<file path="config.mk">
export PLATFORM = sky130hd
export DESIGN_NAME = if_stage
export DESIGN_NICKNAME = d
export VERILOG_FILES = /design/src/rtl/if_stage_pkg.sv /design/src/rtl/if_perf_counters.sv /design/src/rtl/if_stage.sv
export SDC_FILE = /design/constraint.sdc
export NUM_CORES = 1
export LEC_CHECK = 0
export CAP_MARGIN = 0
export CORE_MARGIN = 4
export CORE_UTILIZATION = 43
export DETAILED_ROUTE_END_ITERATION = 8
export GPL_TIMING_DRIVEN = 0
export PLACE_DENSITY = 0.95
export SETUP_SLACK_MARGIN = 0.2
export SYNTH_ARGS = -nofsm -noshare
export SYNTH_HDL_FRONTEND = slang
export SYNTH_HIERARCHICAL = 1
export SYNTH_SLANG_ARGS = --single-unit
export TNS_END_PERCENT = 30
</file>
<file path="constraint.sdc">
create_clock -name clk -period 5.3 [get_ports clk]
set_input_delay 1.06 -clock clk [delete_from_list [all_inputs] [get_ports clk]]
set_output_delay 1.06 -clock clk [all_outputs]
set_load 0.01 [all_outputs]
</file>
<file path="src/rtl/if_stage_pkg.sv">
// Shared types for the fetch stage: fetch-address source select and stage state.
package if_stage_pkg;

    localparam int unsigned FETCH_SEL_NUM_INPUTS = 5;

    typedef enum logic [$clog2(FETCH_SEL_NUM_INPUTS)-1:0] {
        FETCH_SEL_RESET,
        FETCH_SEL_FLUSH,
        FETCH_SEL_HOLD,
        FETCH_SEL_TARGET,
        FETCH_SEL_SEQ
    } fetch_sel_e;

    typedef enum logic {
        IF_STATE_BOOT,
        IF_STATE_RUN
    } if_state_e;

    function automatic logic [31:0] word_align(input logic [31:0] addr);
        return {addr[31:2], 2'b00};
    endfunction

endpackage

</file>
<file path="src/rtl/if_perf_counters.sv">
// Fetch-stage performance counters; only compiled when IF_PERF_CNT_EN is defined.
`ifdef IF_PERF_CNT_EN
module if_perf_counters (
    input  logic        clk,
    input  logic        rst,
    input  logic        fetch_inc_i,
    input  logic        redirect_inc_i,
    input  logic        stall_inc_i,
    output logic [31:0] fetch_cnt_o,
    output logic [31:0] redirect_cnt_o,
    output logic [31:0] stall_cnt_o
);

    always_ff @(posedge clk) begin
        if (!rst) begin
            fetch_cnt_o    <= '0;
            redirect_cnt_o <= '0;
            stall_cnt_o    <= '0;
        end else begin
            fetch_cnt_o    <= fetch_cnt_o    + 32'(fetch_inc_i);
            redirect_cnt_o <= redirect_cnt_o + 32'(redirect_inc_i);
            stall_cnt_o    <= stall_cnt_o    + 32'(stall_inc_i);
        end
    end

endmodule
`endif

</file>
<file path="src/rtl/if_stage.sv">
// Instruction fetch stage: owns the PC, drives BIOS/IMEM read ports and the ID-stage PC.
// Optional performance counters are added when IF_PERF_CNT_EN is defined.
module if_stage
    import if_stage_pkg::*;
#(
    parameter logic [31:0] RESET_PC = 32'h4000_0000,
    parameter int unsigned BIOS_AW  = 12,
    parameter int unsigned IMEM_AW  = 14
) (
    input  logic               clk,
    input  logic               rst,
    input  logic               ex_flush,
    input  logic [31:0]        ex_pc_target,
    input  logic [31:0]        if_pc_target,
    input  logic               if_target_taken,
    input  logic               id_stall,
    output logic [BIOS_AW-1:0] bios_addr,
    output logic               bios_en,
    output logic [IMEM_AW-1:0] imem_addr,
    output logic               imem_en,
    output logic [31:0]        id_pc,
    output logic               id_valid,
    output logic               if_misalign
`ifdef IF_PERF_CNT_EN
    ,
    output logic [31:0]        perf_fetch,
    output logic [31:0]        perf_redirect,
    output logic [31:0]        perf_stall
`endif
);

    if_state_e   state_q;
    logic [31:0] id_pc_q;
    logic        misalign_q;
    logic        misalign_d;
    fetch_sel_e  sel;
    logic [31:0] fetch_pc;

    // Redirects and stalls only matter once the stage is running out of reset.
    always_comb begin
        sel = FETCH_SEL_SEQ;
        if (!rst || state_q == IF_STATE_BOOT) sel = FETCH_SEL_RESET;
        else if (ex_flush)                    sel = FETCH_SEL_FLUSH;
        else if (id_stall)                    sel = FETCH_SEL_HOLD;
        else if (if_target_taken)             sel = FETCH_SEL_TARGET;
    end

    always_comb begin
        fetch_pc = id_pc_q + 32'd4;
        case (sel)
            FETCH_SEL_RESET:  fetch_pc = RESET_PC;
            FETCH_SEL_FLUSH:  fetch_pc = word_align(ex_pc_target);
            FETCH_SEL_HOLD:   fetch_pc = id_pc_q;
            FETCH_SEL_TARGET: fetch_pc = word_align(if_pc_target);
            default:          fetch_pc = id_pc_q + 32'd4;
        endcase
    end

    always_comb begin
        misalign_d = misalign_q;
        if (sel == FETCH_SEL_FLUSH && ex_pc_target[1:0] != 2'b00)  misalign_d = 1'b1;
        if (sel == FETCH_SEL_TARGET && if_pc_target[1:0] != 2'b00) misalign_d = 1'b1;
    end

    always_ff @(posedge clk) begin
        if (!rst) begin
            state_q    <= IF_STATE_BOOT;
            id_pc_q    <= RESET_PC;
            misalign_q <= 1'b0;
        end else begin
            state_q    <= IF_STATE_RUN;
            id_pc_q    <= fetch_pc;
            misalign_q <= misalign_d;
        end
    end

    assign bios_addr   = fetch_pc[BIOS_AW+1:2];
    assign bios_en     = fetch_pc[30];
    assign imem_addr   = fetch_pc[IMEM_AW+1:2];
    assign imem_en     = ~fetch_pc[30];
    assign id_pc       = id_pc_q;
    assign id_valid    = (state_q == IF_STATE_RUN);
    assign if_misalign = misalign_q;

`ifdef IF_PERF_CNT_EN
    logic running;
    assign running = rst && (state_q == IF_STATE_RUN);

    if_perf_counters u_perf (
        .clk            (clk),
        .rst            (rst),
        .fetch_inc_i    (running && !id_stall && !ex_flush),
        .redirect_inc_i (sel == FETCH_SEL_FLUSH || sel == FETCH_SEL_TARGET),
        .stall_inc_i    (running && id_stall && !ex_flush),
        .fetch_cnt_o    (perf_fetch),
        .redirect_cnt_o (perf_redirect),
        .stall_cnt_o    (perf_stall)
    );
`endif

endmodule

</file>
==> results.json <==
{
  "clk_latency_ps": 290,
  "drv_slew": 0,
  "dieHeight_um": 83.2,
  "grt_pass1_vias": 3221,
  "overflow": 0,
  "initial_core_util_pct": 44.1,
  "critPathKind": "in -> out",
  "switching_share_pct": 27.8,
  "synth_seq_cells": 32,
  "synth_ff_type": "dfxtp_1",
  "finalWirelength_um": 9170,
  "drt-initial-drc-count": 309,
  "grt_usage_pct": 26.3,
  "core_area_um2": 5510,
  "crit_buf_inv": 5,
  "synth_edf_count": 0,
  "arrival_ps": 3910,
  "vias": 3042,
  "rsz0062_at_grt": "yes",
  "slew_headroom_pct": 59.3,
  "avgSynthCellArea_um2": 7.77,
  "leakage_nw": 1.46,
  "row_count": 27,
  "synth_area_leaders": "dfxtp_1, buf_4, a21oi_1, a222oi_1, nand2_1",
  "setup_viol": 0,
  "grt_start_max_net_pins": 11,
  "cp-start-kind": "input pin",
  "nets": 518,
  "yosysTopAreaCellShare_pct": 26.4,
  "synth_cell_types": 58,
  "required_ps": 4240,
  "p_per_area_nw_per_um2": 168,
  "finalPower_w": 0.000656,
  "fin_crit_sh_pct": 93.7,
  "cts_buffer_depth": 2,
  "p_seq_share_pct": 40.7,
  "hp-class": "reg -> reg",
  "cp_max_fo": 10,
  "fillers": 444,
  "firstDrtPassIters": 6,
  "synth-seq-area-share_pct": 26.4,
  "netlist_instances": 313,
  "end_kind": "output pin",
  "n_antenna_cell": 0,
  "final.min_clock_period_ps": 4970,
  "clk_pin_slew_worst_paths_ps": 70,
  "cp_slowest_stage_delay_ps": 570,
  "htreeDepth": 2,
  "io_buffers": 126,
  "grt_pass1_wl_um": 15100,
  "dp_hpwl_um": 6880,
  "route.detailed.drc": 0,
  "cp_cell_sequence": "clkdlybuf4s50_1 -> and2_1 -> nand3b_1 -> clkbuf_1 -> clkbuf_1 -> a21oi_1 -> buf_4 -> clkdlybuf4s50_1",
  "syn2layout_area_growth_pct": 60.9,
  "dieWidth_um": 83.2,
  "io_pins": 131,
  "p_comb_share_pct": 29.0,
  "holdBufCountCts": 0,
  "whs_ps": 479,
  "r2r_setup_slack_ps": 3160,
  "via_per_inst": 5.84,
  "status": "completed",
  "worst_slack_ps": 333,
  "cts_root_buffer": "clkbuf_8",
  "ant_nets": 0,
  "fin_skew_ps": 6.60,
  "routedWlPerCell_um": 17.6,
  "place_congestion": 0.892,
  "cp_top_family": "buffers and inverters",
  "pre_cts_ws_ps": 145,
  "ir_drop_v": 0.000127,
  "dieArea_um2": 6920,
  "cts_tree": "yes",
  "drv_cap": 0,
  "switchingPower_w": 0.000182,
  "antenna_found_initial": 0,
  "netlist_area_um2": 2430,
  "ys_async_sr_fraction_pct": 0,
  "cts_buffers": 5,
  "max_slew.worst_pin.slew_ps": 606,
  "drive_gt1_share_pct": 12.9,
  "yosysTopAreaCell": "dfxtp_1",
  "ys_warn_count": 6,
  "fmax_mhz": 201,
  "slowest_stage": "clkdlybuf4s50_1",
  "intPower_w": 0.000474,
  "clockPowerShare_pct": 30.3,
  "hold_viol": 0,
  "cts_num_sinks": 32,
  "setup_tns_ps": 0
}
==> stage by stage <==
step                      utilization, %  std cells  area [um2]
after floorplan                        -        314        2430
after global placement              68.8        512        3790
after detailed placement            68.8        512        3790
after CTS                           70.7        520        3890
after global routing                71.1        521        3910
final                               71.1        521        3910
==> worst min-delay path, delay by kind of cell (launching register included) <==
kind                   cells  cell delay [ps]
flip-flops                 1              330
buffers and inverters      1               60
AO/OA/AOI/OAI              1               50
==> synth_stat cells (all sizes together) (4+ instances only) <==
| master | n |
|---|---|
| nor2 | 18 |
| a31oi | 4 |
| nor4 | 7 |
| nand2 | 26 |
| a221oi | 7 |
| nor3 | 9 |
| clkbuf | 16 |
| buf | 33 |
| o21ai | 19 |
| a21oi | 36 |
| dfxtp | 32 |
| and3 | 6 |
| xor2 | 5 |
| xnor2 | 9 |
| inv | 8 |
| nand3 | 10 |
| a222oi | 12 |
| mux2i | 5 |
==> registers in the layout, indices dropped and copies added (netlist names) <==
register / count
if_misalign: 1
id_pc: 30
id_valid: 1
==> power by group through the flow <==
stage | registers (W) | logic (W) | clock network (W)
after floorplan | 0.000274 | 0.0000730 | 0
after global placement | 0.000271 | 0.000182 | 0
after detailed placement | 0.000272 | 0.000186 | 0
after CTS | 0.000267 | 0.000189 | 0.000199
after global routing | 0.000269 | 0.000205 | 0.000213
final | 0.000267 | 0.000190 | 0.000199
==> layer usage <==
layer	up-vias	share of wire [%]	wire length (um)	track usage (%)
met3	17	9.6	878	7.44
li1	1431	-	-	-
met5	-	0	0	0
met4	0	2.3	211	13.1
met2	182	49	4480	44.2
met1	1412	39	3600	30.4
==> logic make-up (layout without fill, tap and decap cells) <==
kind of cell / after synthesis / in the layout / synth area share [%]
other: 1 / 2 / 0.154
buffers and inverters: 57 / 192 / 13.4
adders and majority gates: 1 / 1 / 0.515
AOI/OAI and AO/OA: 108 / 108 / 30.2
and+or+nand+nor: 95 / 95 / 22.3
muxes: 5 / 5 / 2.06
DFF: 32 / 32 / 26.4
xor gates and xnor gates: 14 / 14 / 5.04
==> cells in the final DEF, fill, tap and decap left out, types with 5 or more instances in the layout <==
| cell type | instances |
|---|---|
| clkdlybuf4s50_1 | 126 |
| nand2_1 | 26 |
| dfxtp_1 | 32 |
| nor2_1 | 18 |
| xnor2_1 | 9 |
| xor2_1 | 5 |
| o21ai_0 | 18 |
| clkbuf_2 | 7 |
| a21oi_1 | 36 |
| clkbuf_1 | 12 |
| buf_4 | 29 |
| a222oi_1 | 12 |
| inv_1 | 8 |
| nand3_1 | 8 |
| clkbuf_8 | 6 |
| mux2i_1 | 5 |
| nor3_1 | 7 |
| and3_1 | 6 |
| a221oi_1 | 7 |
==> layout make-up <==
type	instances	area, um2	area share (%)
inverters	8	30.0	0.768
well taps	72	90.1	2.30
multi-input cells	225	1490	38.1
plain buffers	49	303	7.74
clock buffers	8	90.1	2.30
repair buffers	127	1270	32.4
flip-flops and latches	32	641	16.4
==> final timing paths <==
check,from,to,cells past startpoint
max reg2reg,id_pc[4]$_SDFF_PN0_,id_pc[25]$_SDFFE_PN0P_,7
max,rst,imem_addr[6],8
min reg2reg,id_pc[25]$_SDFFE_PN0P_,id_pc[25]$_SDFFE_PN0P_,2
min,id_pc[25]$_SDFFE_PN0P_,id_pc[25]$_SDFFE_PN0P_,2
==> repair_timing <==
item | CTS | global route
pin swaps | 0 | 1
setup buffers | 0 | 1
gates cloned | 0 | 0
setup endpoints to repair | 24 | 24
gates resized for setup | 4 | 8
(Power assumes the default switching activity.)
